[src/rtl/fb_pkg.sv]
// Shared frame-buffer geometry and colour types for the fractal write side and scan-out read side.
package fb_pkg;

    localparam int unsigned H_ACTIVE = 640;
    localparam int unsigned V_ACTIVE = 480;
    localparam int unsigned ADDR_W   = 19;
    localparam int unsigned DATA_W   = 7;
    localparam int unsigned MAX_ITER = 100;
    localparam int unsigned FB_DEPTH = H_ACTIVE * V_ACTIVE;
    localparam int unsigned PIX_W    = 10;
    localparam int unsigned COLOR_W  = 12;

    localparam logic [ADDR_W-1:0] ADDR_LAST = ADDR_W'(FB_DEPTH - 1);
    localparam logic [ADDR_W-1:0] LINE_STEP = ADDR_W'(H_ACTIVE);
    localparam logic [ADDR_W-1:0] LINE_LAST = ADDR_W'(FB_DEPTH - H_ACTIVE);

    typedef struct packed {
        logic [3:0] r;
        logic [3:0] g;
        logic [3:0] b;
    } rgb_t;

endpackage

[src/rtl/fb_scanout_if.sv]
// Frame-buffer read port B: address/enable out from the scan-out, count data back.
interface fb_rd_if;
    import fb_pkg::*;

    logic [ADDR_W-1:0] addr_r;
    logic              rd_en;
    logic [DATA_W-1:0] dout_r;

    modport master (output addr_r, output rd_en, input dout_r);
    modport slave  (input addr_r, input rd_en, output dout_r);

endinterface

[src/rtl/iter_palette.sv]
// Maps a stored iteration count to a 12-bit RGB colour; counts at or above MAX_ITER are inside the set.
module iter_palette
    import fb_pkg::*;
(
    input  logic [DATA_W-1:0] iter,
    output rgb_t              color_c
);

    always_comb begin
        color_c = '0;
        if (iter >= DATA_W'(MAX_ITER)) begin
            color_c = '0;
        end else if (iter == '0) begin
            color_c = '{r: 4'hF, g: 4'hF, b: 4'hF};
        end else begin
            color_c.r = iter[3:0];
            color_c.g = iter[5:2];
            color_c.b = ~iter[3:0];
        end
    end

endmodule

[src/rtl/fb_scanout.sv]
// Walks the frame buffer in raster order in step with vga_sync and turns each count into a colour.
module fb_scanout
    import fb_pkg::*;
#(
    parameter int unsigned RD_LAT = 2
) (
    input  logic               Clk_100M,
    input  logic               reset_n,
    input  logic               pixel_tick,
    input  logic               video_on,
    input  logic [PIX_W-1:0]   pixel_x,
    input  logic [PIX_W-1:0]   pixel_y,
    fb_rd_if.master            rd,
    output logic [COLOR_W-1:0] color,
    output logic               frame_start,
    output logic               overrun
);

    localparam int unsigned PIPE_W = RD_LAT + 1;

    logic [ADDR_W-1:0]  addr_q, addr_d;
    logic [ADDR_W-1:0]  line_base_q, line_base_d;
    logic [ADDR_W-1:0]  line_next;
    logic               rd_en_q, rd_en_d;
    logic               frame_start_q, frame_start_d;
    logic               overrun_q, overrun_d;
    logic [COLOR_W-1:0] color_q, color_d;
    logic [PIPE_W-1:0]  vld_q, vld_d;
    logic [PIPE_W-1:0]  blank_q, blank_d;
    rgb_t               pal_c;

    iter_palette u_palette (
        .iter    (rd.dout_r),
        .color_c (pal_c)
    );

    // Next line start saturates so a reset mid-frame can never walk past the last line.
    always_comb begin
        line_next = line_base_q;
        if (line_base_q < LINE_LAST) begin
            line_next = line_base_q + LINE_STEP;
        end
    end

    always_comb begin
        addr_d        = addr_q;
        line_base_d   = line_base_q;
        rd_en_d       = 1'b0;
        frame_start_d = 1'b0;
        overrun_d     = overrun_q;
        color_d       = color_q;
        vld_d         = {vld_q[RD_LAT-1:0], 1'b0};
        blank_d       = {blank_q[RD_LAT-1:0], 1'b0};

        if (vld_q[RD_LAT]) begin
            color_d = blank_q[RD_LAT] ? '0 : COLOR_W'(pal_c);
        end

        // A new tick flushes any fetch still in flight; only the newest one completes.
        if (pixel_tick) begin
            if (|vld_q) begin
                overrun_d = 1'b1;
            end
            vld_d   = PIPE_W'(1);
            blank_d = PIPE_W'(!video_on);

            if (video_on) begin
                rd_en_d = 1'b1;
                if (pixel_x == '0 && pixel_y == '0) begin
                    addr_d        = '0;
                    line_base_d   = '0;
                    frame_start_d = 1'b1;
                end else if (pixel_x == '0) begin
                    line_base_d = line_next;
                    addr_d      = line_next;
                end else if (addr_q < ADDR_LAST) begin
                    addr_d = addr_q + ADDR_W'(1);
                end
            end
        end
    end

    always_ff @(posedge Clk_100M or negedge reset_n) begin
        if (!reset_n) begin
            addr_q        <= '0;
            line_base_q   <= '0;
            rd_en_q       <= 1'b0;
            frame_start_q <= 1'b0;
            overrun_q     <= 1'b0;
            color_q       <= '0;
            vld_q         <= '0;
            blank_q       <= '0;
        end else begin
            addr_q        <= addr_d;
            line_base_q   <= line_base_d;
            rd_en_q       <= rd_en_d;
            frame_start_q <= frame_start_d;
            overrun_q     <= overrun_d;
            color_q       <= color_d;
            vld_q         <= vld_d;
            blank_q       <= blank_d;
        end
    end

    assign rd.addr_r   = addr_q;
    assign rd.rd_en    = rd_en_q;
    assign color       = color_q;
    assign frame_start = frame_start_q;
    assign overrun     = overrun_q;

endmodule

[src/flat_wrapper.sv]
// flat-port wrapper written by rule: the top's interface ports become plain ports
module fb_scanout_flat import fb_pkg::*;
#(
    parameter int unsigned RD_LAT = 2
)
  (Clk_100M, reset_n, pixel_tick, video_on, pixel_x, pixel_y, color, frame_start, overrun, rd_addr_r, rd_rd_en, rd_dout_r);
  fb_rd_if rd_i ();
  input  logic Clk_100M;
  input  logic reset_n;
  input  logic pixel_tick;
  input  logic video_on;
  input  logic [PIX_W-1:0] pixel_x;
  input  logic [PIX_W-1:0] pixel_y;
  output logic [COLOR_W-1:0] color;
  output logic frame_start;
  output logic overrun;
  output wire logic [$bits(rd_i.addr_r)-1:0] rd_addr_r;
  output wire logic [$bits(rd_i.rd_en)-1:0] rd_rd_en;
  input wire logic [$bits(rd_i.dout_r)-1:0] rd_dout_r;
  assign rd_addr_r = rd_i.addr_r;
  assign rd_rd_en = rd_i.rd_en;
  assign rd_i.dout_r = rd_dout_r;
  fb_scanout #(.RD_LAT(RD_LAT)) u_core (.Clk_100M(Clk_100M), .reset_n(reset_n), .pixel_tick(pixel_tick), .video_on(video_on), .pixel_x(pixel_x), .pixel_y(pixel_y), .rd(rd_i), .color(color), .frame_start(frame_start), .overrun(overrun));
endmodule
[config.mk]
export PLATFORM = sky130hd
export DESIGN_NAME = fb_scanout_flat
export DESIGN_NICKNAME = d
export VERILOG_FILES = /design/src/rtl/fb_pkg.sv /design/src/rtl/fb_scanout_if.sv /design/src/rtl/iter_palette.sv /design/src/rtl/fb_scanout.sv /design/src/flat_wrapper.sv
export SDC_FILE = /design/constraint.sdc
export NUM_CORES = 1
export LEC_CHECK = 0
export ABC_CLOCK_PERIOD_IN_PS = 2800
export BUFFER_PORTS_ARGS = -buffer_cell sky130_fd_sc_hd__buf_2
export CORE_MARGIN = 2
export CORE_UTILIZATION = 50
export DETAILED_ROUTE_END_ITERATION = 10
export PLACE_DENSITY = 0.75
export SLEW_MARGIN = 25
export SYNTH_ARGS = -nofsm -noshare
export SYNTH_HDL_FRONTEND = slang
export SYNTH_SLANG_ARGS = --single-unit
export TNS_END_PERCENT = 20
[constraint.sdc]
create_clock -name Clk_100M -period 2.8 [get_ports Clk_100M]
set_input_delay 0.84 -clock Clk_100M [delete_from_list [all_inputs] [get_ports Clk_100M]]
set_output_delay 0.84 -clock Clk_100M [all_outputs]
set_load 0.02 [all_outputs]
== Word level (Yosys, flattened, before mapping) ==
Index checks and enable logic that the tools add are counted.

* Word-level logic and storage cells: 41
* Input bits: 31
* Flip-flop bits (word level): 59

* Magnitude comparators: 3
* $add $sub $neg: 2
* Reduce and logical (&&, ||, !) cells: 11
* Multiplexer cells: 16
* Bitwise logic cells: 1

{| class="wikitable"
|+ Operator list
! cell !! number
|-
| 19-bit two-way mux || 6
|-
| 19-bit less-than comparator, second input constant || 2
|-
| 12-bit two-way mux || 3
|-
| 10-bit zero test || 2
|-
| 19-bit by 1-bit adder with 19-bit output, second input constant || 1
|-
| 19-bit by 10-bit adder with 19-bit output, second input constant || 1
|-
| 7-bit >= comparator, second input constant || 1
|-
| 7-bit zero test || 1
|-
| 3-bit two-way mux || 2
|-
| 3-bit AND reduction || 2
|-
| 1-bit two-way mux || 5
|-
| 4-bit NOT || 1
|-
| 3-bit nonzero test || 1
|-
| 3-bit OR reduction || 1
|-
| 2-bit AND reduction || 1
|-
| 2-bit nonzero test || 1
|-
| 1-bit logical AND || 1
|-
| 1-bit zero test || 1
|}

== Longest topological paths before layout ==
Gate-level depths: netlist (run 1).

* Depth after elaboration: 5
* Gate-level depth with buffers: 8
* Mapped depth without buffers: 7

== Hierarchy ==
Synthesis (run 1) repeated with hierarchy kept, for this count alone.

* Cell total of the unflattened synthesis: 352
* Area total of the unflattened synthesis: 3179.3 µm²

{| class="wikitable"
|+ Modules (own cells, without submodules)
! module !! seq. area each (µm²) !! instances !! cells each !! area an instance (µm²)
|-
| fb_scanout || 1301.2 || 1 || 322 || 2952.8
|-
| iter_palette || 0.0 || 1 || 30 || 226.5
|}

== Least setup slack after synthesis (run 1) ==
OpenSTA, ideal clock, no wires.

* Path kind: input to register
* Start point: input port pixel_y[5]
* End point: register u_core.addr_q[16] (netlist: u_core.rd.addr_r[16])
* Path buffers: 0
* Arrival: 2.309 ns
* Slack: 0.365 ns
* Data required time: 2.674 ns
* Setup time: 0.126 ns
* Stages on the path: 5
* Cell sequence: or4_4 > nor4_4 > nor2_1 > and3_1 > o32a_1

* Word-level cells in the longest chain between the ends: 4

{| class="wikitable"
|+ Ends and longest elaborated chain
! item !! RTL line !! RTL
|-
| start, declared || flat_wrapper.sv:13 || <nowiki>input logic [PIX_W-1:0] pixel_y;</nowiki>
|-
| 10-bit zero test * || fb_scanout.sv:69 || <nowiki>if (pixel_x == '0 && pixel_y == '0) begin</nowiki>
|-
| 1-bit logical AND * || fb_scanout.sv:69 ||
|-
| 3-bit nonzero test (no line) || n/a ||
|-
| 3-bit AND reduction (no line) || n/a ||
|-
| end signal, assigned || fb_scanout.sv:94 || <nowiki>addr_q <= addr_d;</nowiki>
|-
| end, declared || fb_scanout.sv:21 || <nowiki>logic [ADDR_W-1:0] addr_q, addr_d;</nowiki>
|}

Mark *: on every way between the ends. The rest lies on a longest branch, timed or not.
A chain may end at the register's enable or synchronous reset.

== Final worst setup path (run 1) ==
* Start point: register u_core.line_base_q[7]
* End point: register u_core.addr_q[16] (netlist: u_core.rd.addr_r[16])

* Word-level cells in the longest chain between the ends: 4

{| class="wikitable"
|+ Ends and longest elaborated chain
! item !! RTL line !! RTL
|-
| start, declared || fb_scanout.sv:22 || <nowiki>logic [ADDR_W-1:0] line_base_q, line_base_d;</nowiki>
|-
| start signal, assigned || fb_scanout.sv:95 || <nowiki>line_base_q <= line_base_d;</nowiki>
|-
| 19-bit by 10-bit adder with 19-bit output / 19-bit less-than comparator (equally long branches) || fb_scanout.sv:41, fb_scanout.sv:40 ||
|-
| 19-bit two-way mux * || fb_scanout.sv:40 || <nowiki>if (line_base_q < LINE_LAST) begin</nowiki>
|-
| 19-bit two-way mux * || fb_scanout.sv:73 || <nowiki>end else if (pixel_x == '0) begin</nowiki>
|-
| 19-bit two-way mux * || fb_scanout.sv:69 ||
|}

Marked as above.

==> metrics.cfg, run 1 <==
[run_status]
status=complete, no violations

[critical_path]
cp_max_fo=6
slowest_delay_ps=440
cp.arrival_ps=2520
path_buf_inv=0
crit_path_end_kind=flop
path_class=reg -> reg
worstPathCellList=ha_1 -> o211ai_1 -> nor4_4 -> nor4_4 -> nand2_2 -> and3_1 -> o32a_1
startpoint_type=flop
slowest_stage=dfrtp_1
path_delay_family=simple AND/OR/NAND/NOR gates
crit_top_cell=nor4_4
crit_required_ps=3000

[yosys]
synth_cells=310
async_flop_share_pct=100
post-synth-top-area-cell=dfrtp_1
synth.cell_area_mm2=0.00277
syn_area_per_cell_um2=8.92
synth_cell_types=55
ys_seq_area_share_pct=45.2
synth_commonest_cells=50 x dfrtp_1, 37 x o21ai_0, 34 x nand2_1
synth_edf_count=0
synth_flop_cell=dfrtp_1
ys_warn_count=0
syn-num-nets=343
synth_area_leaders=dfrtp_1 45%, o21ai_0 6.7%, nand2_1 4.6%
synth_most_common_cell=dfrtp_1
synth_top_area_share_pct=45.2
ys_ff_latch=50

[pwr]
total_power_w=0.00171
p_sw_w=0.000532
p_comb_share_pct=18.8
switching_share_pct=31.0
vdd_drop_max_mv=0.385
clock_power_share_pct=30.8
pwr-share-seq_pct=50.4
power.density_mw_per_mm2=519
p_int_w=0.00118
cellLeakagePower_nw=1.48

[timing]
slew_viol_final=0
max_slew_margin_pct=57.7
layout_min_cycle_time_ps=2320
setup_viol=0
setup_ws_ps=476
rsz0062_at_grt=no
worst_pin_slew_ps=635
fin_worst_skew_ps=9.32
max_freq_mhz=430
fin_setup_tns_ps=0
min_period_over_period_pct=83.0
hold_violations=0

[clocking]
cts_root_buf=clkbuf_8
cts_sinks=50
cts_resized=0
cts_buffers=5
hold_buffers=0
clk_pin_slew_ps=100
cts_tree=done
cts_setup_buffers=0
ctsLongestPathBuffers=2
clk_latency_ps=310
h-tree-depth=2

[drt]
antenna_left=0
finalWirelength_um=6530
wl_per_cell_um=14.5
viasPerCell=5.75
via_count=2593
drt_iter0_drc=192
drc=0
dr.pass1.iters=5

[global_routing]
overflow=0
grt_pass1_wl_um=10900
grt_use_total_pct=22.3
antenna_found_initial=0
grt_max_degree=51
grt_pass1_vias=2442

[placement]
dp_hpwl_um=4850
gp_congestion=0.822
port_buffers=64
dp_worst_setup_slack_ps=293
dp.cells=443

[cells_and_area]
fin_nets=411
insertedDiodeCount=0
syn2layout_area_growth_pct=19.4
final_cell_count_no_fill=451
multi_input_area_mm2=0.00140
final-seq-area_mm2=0.00125
drive_above_1_share_pct=26.1
fillers=496

[die]
initial_core_util_pct=50.9
die_width_um=78.4
ios=65
die_h_um=78.4
std_cell_rows=27
die_area_mm2=0.00614
core_mm2=0.00544

[worst_hold_path]
min_path_type=reg -> reg

[flow_run]
maxCapViolations=0

[final cells by class]
cell class | count | area share [%]
flip-flops and latches | 50 | 37.9
inverters | 11 | 1.25
clock inverters | 3 | 1.44
repair buffers | 75 | 12.2
clock buffers | 5 | 2.08
well taps | 72 | 2.73
multi-input cells | 235 | 42.4
[layout by cell type, fill, tap and decap left out, drive strengths merged, types with 2 or more instances in the layout]
master and count:
or4 3, a21oi 13, xnor2 3, o211ai 2, xor2 10, nand4 6, and3 5, nor3 6
clkbuf 5, ha 2, a31oi 10, o21a 2, nand2 35, inv 12, o21ai 39, nand2b 3
o31ai 5, nand3 11, dfrtp 50, buf 75, or3 3, nor2b 6, o22a 2, nor2 31
nor4 8, or2 2, and4 2, o22ai 11
[routing by layer]
metal	GRT usage, %	up-vias	routed length [um]
li1	-	1262	-
met1	30.2	1214	2950
met4	8.42	0	142
met5	0	-	0
met2	35.6	101	3010
met3	4.37	16	440
[sequential cells by signal, indices dropped and copies added (netlist names)]
register	count
u_core.blank_q	3
u_core.color	10
u_core.frame_start	1
u_core.line_base_q	12
u_core.overrun	1
u_core.rd.addr_r	19
u_core.rd.rd_en	1
u_core.vld_q	3
[final timing paths]
check,depth (start not counted),end,slack [ps],startpoint
min in group asynchronous,2,u_core.color[1]$_DFFE_PN0P_,620,reset_n
max in group asynchronous,2,u_core.rd.addr_r[16]$_DFFE_PN0P_,1750,reset_n
max reg2reg,7,u_core.rd.addr_r[16]$_DFFE_PN0P_,480,u_core.line_base_q[7]$_DFFE_PN0P_
min reg2reg,1,u_core.overrun$_DFFE_PN0P_,470,u_core.overrun$_DFFE_PN0P_
max,7,u_core.rd.addr_r[16]$_DFFE_PN0P_,480,u_core.line_base_q[7]$_DFFE_PN0P_
min,1,u_core.overrun$_DFFE_PN0P_,470,u_core.overrun$_DFFE_PN0P_
[logic make-up (layout without fill, tap and decap cells)]
group                      Yosys count  after routing  synth area share, %
buffers and inverters               25             94                 4.16
AOI/OAI and AO/OA                   94             94                 20.8
xor gates and xnor gates            13             13                 4.12
adders and majority gates            2              2                0.904
DFF                                 50             50                 45.2
and+or+nand+nor                    125            125                 24.5
muxes                                1              1                0.362
[per-stage QoR]
step | util [%] | hold WS, ps | instance area, um^2
6_report | 60.7 | 469 | 3300
2_1_floorplan | - | 439 | 2770
3_5_place_dp | 58.6 | 448 | 3190
5_1_grt | 60.7 | 491 | 3300
4_1_cts | 60.7 | 475 | 3300
3_3_place_gp | 58.6 | 444 | 3190
[power groups by stage]
stage / sequential (W) / combinational, W / clock (W)
floorplan: 0.000946 / 0.000118 / 0
global route: 0.000874 / 0.000352 / 0.000562
finish: 0.000863 / 0.000322 / 0.000529
global placement: 0.000874 / 0.000320 / 0
detailed placement: 0.000877 / 0.000324 / 0
CTS: 0.000863 / 0.000327 / 0.000538
Note: power is estimated with default switching activity, not from simulation.
==> inputs of run 2 (changes only) <==
- ABC_CLOCK_PERIOD_IN_PS: 2800 -> 2150
- clock period: 2.8 -> 2.15 ns (I/O delays scaled with it)
==> metrics.cfg, run 2 (same netlist as run 1, synthesis figures left out) <==
[clocking]
ctsLongestPathBuffers=2
hold_buffers=0
clk_latency_ps=300
cts_buffers=5
cts_root_buf=clkbuf_8
cts_tree=done
h-tree-depth=2
cts_sinks=50
clk_pin_slew_ps=100

[global_routing]
grt_pass1_wl_um=11500
grt_pass1_vias=2425
grt_max_degree=29
grt_use_total_pct=23.6
antenna_found_initial=0
overflow=0

[placement]
port_buffers=64
dp.cells=478
gp_congestion=0.850
dp_hpwl_um=5410
placed_cell_area_mm2=0.00348
dp_worst_setup_slack_ps=-167

[drt]
antenna_left=0
dr.pass1.iters=4
viasPerCell=5.58
drt_iter0_drc=150
via_count=2733
finalWirelength_um=7220
drc=0
wl_per_cell_um=14.7

[pwr]
vdd_drop_max_mv=0.434
switching_share_pct=32.0
cellLeakagePower_nw=1.67
p_comb_share_pct=25.0
clock_power_share_pct=26.1
power.density_mw_per_mm2=603
pwr-share-seq_pct=48.9
p_int_w=0.00149
p_sw_w=0.000701

[critical_path]
crit_path_end_kind=flop
cp_max_fo=3
path_class=reg -> reg
r2r_cells=8
cp.arrival_ps=2420
startpoint_type=flop
crit_required_ps=2390

[cells_and_area]
drive_above_1_share_pct=34.4
largest_reg_flops=19
stdcell_area_mm2=0.00363
insertedDiodeCount=0
fin_nets=450
final_cell_mix=64 x buf_2, 50 x dfrtp_1, 48 x buf_4
layout_commonest_cell=buf_2
final_cell_count_no_fill=490
syn2layout_area_growth_pct=31.3

[die]
die_area_mm2=0.00614
std_cell_rows=27
initial_core_util_pct=50.9
die_width_um=78.4
core_mm2=0.00544
die_h_um=78.4
ios=65

[timing]
hold_violations=0
max_slew_margin_pct=63.0
worst_hold_slack_ps=314
min_period_over_period_pct=102
worst_pin_slew_ps=554
slew_viol_final=0
fin_worst_skew_ps=6.88
layout_min_cycle_time_ps=2190
max_freq_mhz=458
rsz0062_at_grt=yes
setup_viol=3
setup_ws_ps=-35.6

[flow_run]
maxCapViolations=0

[run_status]
status=complete, but fails checks
failed_checks=setup timing

[worst_hold_path]
min_path_type=in -> async

## run 2: final cells by class
type	count	area, um^2
fillers	439	1810
multi-input cells	235	1440
flip-flops and latches	50	1250
repair buffers	114	721
well taps	72	90.1
clock buffers	5	68.8
inverters	11	41.3
clock inverters	3	23.8
## run 2: power groups by stage
stage,clock network [W],registers [W],logic (W)
global placement,0,0.00109,0.000545
detailed placement,0,0.00109,0.000549
CTS,0.000589,0.00107,0.000552
finish,0.000571,0.00107,0.000547
global route,0.000630,0.00108,0.000601
floorplan,0,0.00123,0.000153
## run 2: repair_timing
action / 4_1_cts / 5_1_grt
gates resized for setup: 0 / 6
setup endpoints to repair: 1 / 15
setup buffers: 1 / 3
pin swaps: 1 / 3
## run 2: metrics by stage
step | total power (W) | util (%) | TNS (ps)
after floorplan | 0.00138 | - | -60.6
after CTS | 0.00221 | 65.7 | 0
after detailed placement | 0.00164 | 63.9 | -2220
after global routing | 0.00231 | 66.8 | -730
final | 0.00219 | 66.8 | -89.3
after global placement | 0.00163 | 63.9 | -1590
## run 2: layer usage
layer / vias to the layer above / GRT usage (%) / wire (um)
met1: 1286 / 33.5 / 3170
met3: 10 / 4.25 / 433
met4: 0 / 7.19 / 84
met5: - / 0 / 0
li1: 1343 / - / -
met2: 94 / 37.0 / 3540
## run 2: final timing paths
| kind | slack (ps) | from | to |
|---|---|---|---|
| min in group Clk_100M | 490 | u_core.overrun$_DFFE_PN0P_ | u_core.overrun$_DFFE_PN0P_ |
| worst min-delay path | 310 | reset_n | u_core.color[0]$_DFFE_PN0P_ |
| worst min register to register | 490 | u_core.overrun$_DFFE_PN0P_ | u_core.overrun$_DFFE_PN0P_ |
| max in group asynchronous | 1300 | reset_n | u_core.line_base_q[18]$_DFFE_PN0P_ |
| worst max-delay path | -40 | u_core.line_base_q[8]$_DFFE_PN0P_ | u_core.rd.addr_r[11]$_DFFE_PN0P_ |
| worst max register to register | -40 | u_core.line_base_q[8]$_DFFE_PN0P_ | u_core.rd.addr_r[11]$_DFFE_PN0P_ |
## run 2: worst max-delay path, stage by stage (launching register included)
cell,delay [ps]
dfrtp_1,410
ha_1,210
o211ai_1,380
nor4_4,120
buf_4,170
nor3_1,320
xor2_1,280
a21oi_1,100
o21ai_0,140
